[config.mk]
export PLATFORM = sky130hd
export DESIGN_NAME = pixel_block_feeder
export DESIGN_NICKNAME = d
export VERILOG_FILES = /design/src/rtl/pixel_block_feeder.sv
export SDC_FILE = /design/constraint.sdc
export NUM_CORES = 1
export LEC_CHECK = 0
export ABC_AREA = 1
export CAP_MARGIN = 25
export CORE_MARGIN = 5
export CORE_UTILIZATION = 42
export CTS_CLUSTER_DIAMETER = 80
export DETAILED_ROUTE_END_ITERATION = 8
export PLACE_DENSITY = 0.65
export SLEW_MARGIN = 20
export SYNTH_ARGS = -nofsm -noshare
export SYNTH_HDL_FRONTEND = slang
export SYNTH_SLANG_ARGS = --single-unit
[constraint.sdc]
create_clock -name clk -period 4.43 [get_ports clk]
set_input_delay 1.329 -clock clk [delete_from_list [all_inputs] [get_ports clk]]
set_output_delay 1.329 -clock clk [all_outputs]
set_load 0.05 [all_outputs]
[src/rtl/pixel_block_feeder.sv]
// pixel_block_feeder
//   Collects a raster stream of unsigned pixels into 8x8 blocks held in a
//   two-bank (ping-pong) buffer, then streams each full block out as
//   level-shifted (pixel - 128) two's-complement words for the converter.
//   Optional macro PIXEL_FEEDER_TRANSPOSE_EN: read each block column-major
//   (transposed) instead of raster order.
module pixel_block_feeder #(
    parameter int PIX_W    = 8,
    parameter int OUT_W    = 25,
    parameter int BLK_LOG2 = 3
) (
    input  logic             clk,
    input  logic             rst,
    input  logic             in_valid,
    output logic             in_ready,
    input  logic [PIX_W-1:0] in_pixel,
    output logic             out_valid,
    input  logic             out_ready,
    output logic [OUT_W-1:0] out_data,
    output logic             out_last
);

    localparam int CNT_W = 2 * BLK_LOG2;
    localparam int DEPTH = 1 << CNT_W;
    localparam logic [CNT_W-1:0] CNT_MAX  = {CNT_W{1'b1}};
    localparam logic [CNT_W-1:0] CNT_ZERO = {CNT_W{1'b0}};
    localparam logic [CNT_W-1:0] CNT_ONE  = {{(CNT_W-1){1'b0}}, 1'b1};

    localparam logic [0:0] ST_IDLE   = 1'b0;
    localparam logic [0:0] ST_STREAM = 1'b1;

    // Bank index is the MSB of the address; the block offset fills the rest.
    logic [PIX_W-1:0] mem_r [0:2*DEPTH-1];

    logic [1:0]       full_r;
    logic             wr_bank_r;
    logic             rd_bank_r;
    logic [CNT_W-1:0] wr_cnt_r;
    logic [CNT_W-1:0] rd_cnt_r;
    logic [0:0]       state_r;
    logic             out_valid_r;
    logic             out_last_r;
    logic [OUT_W-1:0] out_data_r;

    logic             in_ready_s;
    logic             in_acc_s;
    logic             out_acc_s;
    logic             wr_done_s;
    logic             rd_release_s;
    logic             load_s;
    logic             load_bank_s;
    logic [CNT_W-1:0] rd_cnt_nxt_s;
    logic             rd_bank_nxt_s;
    logic [0:0]       state_nxt_s;
    logic             out_valid_nxt_s;
    logic             out_last_nxt_s;
    logic [OUT_W-1:0] out_data_nxt_s;
    logic [PIX_W-1:0] load_pix_s;
    logic [1:0]       full_set_s;
    logic [1:0]       full_clr_s;

    // Map the read sequence number to a storage offset within the block.
    function automatic logic [CNT_W-1:0] rd_addr_f(input logic [CNT_W-1:0] idx);
`ifdef PIXEL_FEEDER_TRANSPOSE_EN
        return {idx[BLK_LOG2-1:0], idx[CNT_W-1:BLK_LOG2]};
`else
        return idx;
`endif
    endfunction

    // Subtract the mid-scale offset and sign-extend to the converter width.
    function automatic logic [OUT_W-1:0] level_shift_f(input logic [PIX_W-1:0] pix);
        logic [PIX_W:0] diff;
        diff = {1'b0, pix} - {2'b01, {(PIX_W-1){1'b0}}};
        return {{(OUT_W-PIX_W-1){diff[PIX_W]}}, diff};
    endfunction

    assign in_ready_s = !rst && !full_r[wr_bank_r];
    assign in_acc_s   = in_valid && in_ready_s;
    assign out_acc_s  = out_valid_r && out_ready;
    assign wr_done_s  = in_acc_s && (wr_cnt_r == CNT_MAX);

    assign in_ready  = in_ready_s;
    assign out_valid = out_valid_r;
    assign out_data  = out_data_r;
    assign out_last  = out_last_r;

    // Read FSM next-state: decide what (if anything) loads into the output register.
    always_comb begin
        state_nxt_s     = state_r;
        rd_cnt_nxt_s    = rd_cnt_r;
        rd_bank_nxt_s   = rd_bank_r;
        out_valid_nxt_s = out_valid_r;
        load_s          = 1'b0;
        load_bank_s     = rd_bank_r;
        rd_release_s    = 1'b0;
        case (state_r)
            ST_IDLE: begin
                if (full_r[rd_bank_r]) begin
                    load_s          = 1'b1;
                    rd_cnt_nxt_s    = CNT_ZERO;
                    out_valid_nxt_s = 1'b1;
                    state_nxt_s     = ST_STREAM;
                end else begin
                    out_valid_nxt_s = 1'b0;
                end
            end
            ST_STREAM: begin
                if (out_acc_s) begin
                    if (rd_cnt_r != CNT_MAX) begin
                        load_s       = 1'b1;
                        rd_cnt_nxt_s = rd_cnt_r + CNT_ONE;
                    end else begin
                        // Block finished: hand the bank back to the writer.
                        rd_release_s  = 1'b1;
                        rd_bank_nxt_s = !rd_bank_r;
                        rd_cnt_nxt_s  = CNT_ZERO;
                        if (full_r[!rd_bank_r]) begin
                            load_s      = 1'b1;
                            load_bank_s = !rd_bank_r;
                        end else begin
                            out_valid_nxt_s = 1'b0;
                            state_nxt_s     = ST_IDLE;
                        end
                    end
                end else begin
                    state_nxt_s = ST_STREAM;
                end
            end
            default: begin
                out_valid_nxt_s = 1'b0;
                state_nxt_s     = ST_IDLE;
            end
        endcase
    end

    assign load_pix_s = mem_r[{load_bank_s, rd_addr_f(rd_cnt_nxt_s)}];

    // Output register next values: reload on load, clear when going idle, else hold.
    always_comb begin
        out_data_nxt_s = out_data_r;
        out_last_nxt_s = out_last_r;
        if (load_s) begin
            out_data_nxt_s = level_shift_f(load_pix_s);
            out_last_nxt_s = (rd_cnt_nxt_s == CNT_MAX);
        end else if (!out_valid_nxt_s) begin
            out_last_nxt_s = 1'b0;
        end else begin
            out_last_nxt_s = out_last_r;
        end
    end

    // Full flags: writer sets its bank, reader clears its bank; never the same bank.
    assign full_set_s = wr_done_s    ? (2'b01 << wr_bank_r) : 2'b00;
    assign full_clr_s = rd_release_s ? (2'b01 << rd_bank_r) : 2'b00;

    // Pixel storage; contents need no reset.
    always_ff @(posedge clk) begin
        if (in_acc_s) begin
            mem_r[{wr_bank_r, wr_cnt_r}] <= in_pixel;
        end
    end

    // Control and output state registers with synchronous reset.
    always_ff @(posedge clk) begin
        if (rst) begin
            full_r      <= 2'b00;
            wr_bank_r   <= 1'b0;
            rd_bank_r   <= 1'b0;
            wr_cnt_r    <= CNT_ZERO;
            rd_cnt_r    <= CNT_ZERO;
            state_r     <= ST_IDLE;
            out_valid_r <= 1'b0;
            out_last_r  <= 1'b0;
            out_data_r  <= {OUT_W{1'b0}};
        end else begin
            full_r      <= (full_r | full_set_s) & ~full_clr_s;
            rd_bank_r   <= rd_bank_nxt_s;
            rd_cnt_r    <= rd_cnt_nxt_s;
            state_r     <= state_nxt_s;
            out_valid_r <= out_valid_nxt_s;
            out_last_r  <= out_last_nxt_s;
            out_data_r  <= out_data_nxt_s;
            if (in_acc_s) begin
                wr_cnt_r <= wr_cnt_r + CNT_ONE;
                if (wr_cnt_r == CNT_MAX) begin
                    wr_bank_r <= !wr_bank_r;
                end
            end
        end
    end

endmodule

==> flow_summary_export.csv <==
group,metric,value,unit
sta,setup_slack,0.518,ns
global_routing,track_usage,20.1,%
global_routing,antenna_found_initial,6,
floorplanning,die_area,115000,µm²
setup_path,worstPathCellList,"clkdlybuf4s50_1 -> nand3_4 -> nor2_1 -> nor2_4 -> inv_8 -> buf_12 -> nand3_1 -> nand3_1 -> nand3_1 -> nand3_1 -> nand3_1 -> nand3_1 -> nand2_1 -> a21oi_1",
synth,syn_nets,4340,
synth,ys_top_cells_by_area,"edfxtp_1 (68%), nand2_1 (9.8%), nand3_1 (9.4%)",
final_layout,final_cell_mix,"nand2_1 (1,186), edfxtp_1 (1,024), nand3_1 (853), inv_1 (672), buf_4 (200)",
global_routing,grt_max_degree,106,
placed_design,gp_congestion,0.897,
route,drt_iter0_markers,3302,
final_layout,layout_commonest_cell,"nand2_1",
sta,tightest_slew,0.903,ns
cts,cts_setup_buffers,0,
sta,rsz0062_at_grt,"no",
final_layout,seq_area,31300,µm²
route,ant_nets,0,
cts,cts_buffers,106,
floorplanning,core,107000,µm²
cts,cts_root_buf,"clkbuf_16",
route,dr.pass1.iters,5,
cts,cts_resized,0,
synth,synth.top_cell.area_share,67.6,%
synth,yosys.area.top_type,"edfxtp_1",
floorplanning,dieWidth,339,µm
power_and_ir_drop,power_density,383,nW/µm²
sta,slew_viol_final,0,
placed_design,hpwl,72.6,mm
route,wire_per_inst,19.8,µm
outcome,outcome,"finished, final reports clean",
power_and_ir_drop,ir_drop,330,µV
synth,ys_ff_latch,1051,
setup_path,critPathMostFrequentCell,"nand3_1",
setup_path,slowest_delay,0.57,ns
route,vias_per_cell,5.19,
cts,clock-sinks,1051,
placed_design,placed_cells,5758,
sta,clock.fmax,0.256,GHz
final_layout,fin_nets,4477,
synth,avgSynthCellArea,10.5,µm²
sta,period_needed,3.91,ns
sta,final-setup-viol-count,0,
synth,syn_area,45500,µm²
global_routing,grt_overflow,0,
floorplanning,io_pins,40,
cts,clk_transition_reported_paths,0.06,ns
global_routing,first_global_vias,29472,
setup_path,cp-end-kind,"flip-flop",
route,routed_wirelength,118,mm
setup_path,path_buf_inv,3,
floorplanning,rows,120,
floorplanning,die_y,339,µm
sta,period_share,88.3,%
power_and_ir_drop,p_leak,21.1,nW
synth,ys_types,34,
placed_design,port_buffers,39,
sta,clock_skew,0.0371,ns
setup_path,slowest_stage,"clkdlybuf4s50_1",
setup_path,cpLargestDelayFamily,"simple AND/OR/NAND/NOR gates",
setup_path,cp-start-kind,"primary input",
route,drc,0,
worst_hold_path,hp-class,"flip-flop to flip-flop",
synth,syn_inst,4326,
sta,hold_viol,0,
cts,htree_levels,3,
cts,cts.path.max_buffers,3,
global_routing,grt_pass1_wl,180,mm
route,via_count,30927,
cts,tritoncts,"done",
setup_path,worstSetupPathType,"primary input to flip-flop",
final_layout,fin_cells,5955,
setup_path,required,5.04,ns
final_layout,n_fill_cell,9475,
synth,yosysWarnings,0,
final_layout,multi_input_area,10300,µm²
job,maxCapViolCount,0,
cts,cts_hold_buf,0,
sta,slew-limit-headroom,39.8,%
placed_design,preCtsSetupSlack,-0.0462,ns
final_layout,synthToLayoutAreaGrowth,14.4,%
floorplanning,start_util,42.4,%
cts,clock_latency,0.70,ns
setup_path,worstPathArrival,4.52,ns
final_layout,drive_gt1_share,9.32,%
synth,ys_seq_area_share,68.8,%
setup_path,cp_max_fo,105,
[area by class of cell]
type | count | share of cell area [%]
clock buffer | 132 | 5.42
timing repair buffer | 277 | 5.27
inverter | 678 | 4.91
clock inverter | 64 | 1.07
multi-input combinational | 2349 | 19.8
sequential | 1051 | 60.1
tap | 1403 | 3.37
antenna | 1 | 0.00481
[worst register-to-register path: stages, from the launching register on]
cell and delay (ns):
dfxtp_1 0.41, inv_2 0.07, nand2_1 0.08, nand2_1 0.08, nand2_2 0.25, nand2_1 0.15
nor2_4 0.30, inv_8 0.18, buf_12 0.31, nand3_1 0.26, nand3_1 0.14, nand3_1 0.13
nand3_1 0.15, nand3_1 0.25, nand3_1 0.28, nand2_1 0.16, a21oi_1 0.07
[sequential cells by signal, summed over array words and instances, names as in the netlist]
name / flops
mem_r: 1024
out_data: 8
rd_cnt_r: 6
wr_cnt_r: 6
full_r: 2
out_last: 1
out_valid: 1
rd_bank_r: 1
state_r: 1
wr_bank_r: 1
[metrics by stage]
step | hold slack (ns) | TNS, ns | power (mW) | area [µm²] | utilization (%)
3_5_place_dp | 0.495 | -0.0462 | 11.4 | 48700 | 45.3
4_1_cts | 0.505 | 0 | 20.1 | 52000 | 48.5
3_3_place_gp | 0.491 | -0.0393 | 11.4 | 48700 | 45.3
6_report | 0.503 | 0 | 19.9 | 52000 | 48.5
5_1_grt | 0.563 | 0 | 20.5 | 52000 | 48.5
2_1_floorplan | 0.462 | 0 | 11.2 | 45500 | -
[synthesized netlist by cell type]
cell type,number
nand2_1,1187
edfxtp_1,1024
nand3_1,853
inv_1,673
buf_2,155
nor2_1,145
o21ai_0,57
o211ai_1,42
clkbuf_1,38
dfxtp_1,27
buf_6,24
a21oi_1,20
buf_4,20
nand4_1,16
buf_1,11
nor3_1,6
inv_2,4
nor2_2,4
ha_1,2
nand2_2,2
nor4_1,2
o21ai_1,2
a211oi_1,1
a211oi_2,1
a31oi_1,1
clkinv_2,1
nand2_4,1
nand3_2,1
nand3_4,1
o21a_1,1
o21ai_2,1
o22ai_1,1
or2_2,1
xor2_1,1
[report_power, final]
part / internal, mW / switching (mW) / total (mW)
logic: 0.0464 / 0.245 / 0.291
registers: 10.9 / 0.00299 / 10.9
clock network: 4.98 / 3.75 / 8.73
[metal layers]
metal	track usage, %	part of all wire, %	vias up
met4	6.10	2.8	6
met2	31.7	46	1323
met1	28.7	42	14803
li1	-	-	14585
met5	0	0.044	-
met3	3.72	9.0	210
[final timing paths]
kind / from / to / slack, ns / cells after the start
worst max register to register: rd_bank_r / out_data[2] / 1.03 / 16
worst min register to register: full_r[0] / full_r[0] / 0.50 / 2
worst min-delay path: full_r[0] / full_r[0] / 0.50 / 2
worst max-delay path: out_ready / out_data[2] / 0.52 / 14
[kinds of logic after synthesis]
kind of cell             Yosys count  synth area share [%]
AO/OA/AOI/OAI                    127                  1.67
adder cells (fa/ha/maj)            2                0.0550
AND/OR/NAND/NOR                 2219                  20.9
buffers and inverters            926                  8.63
XOR/XNOR                           1                0.0193
flip-flops                      1051                  68.8
Power figures use the tool's default switching activity.
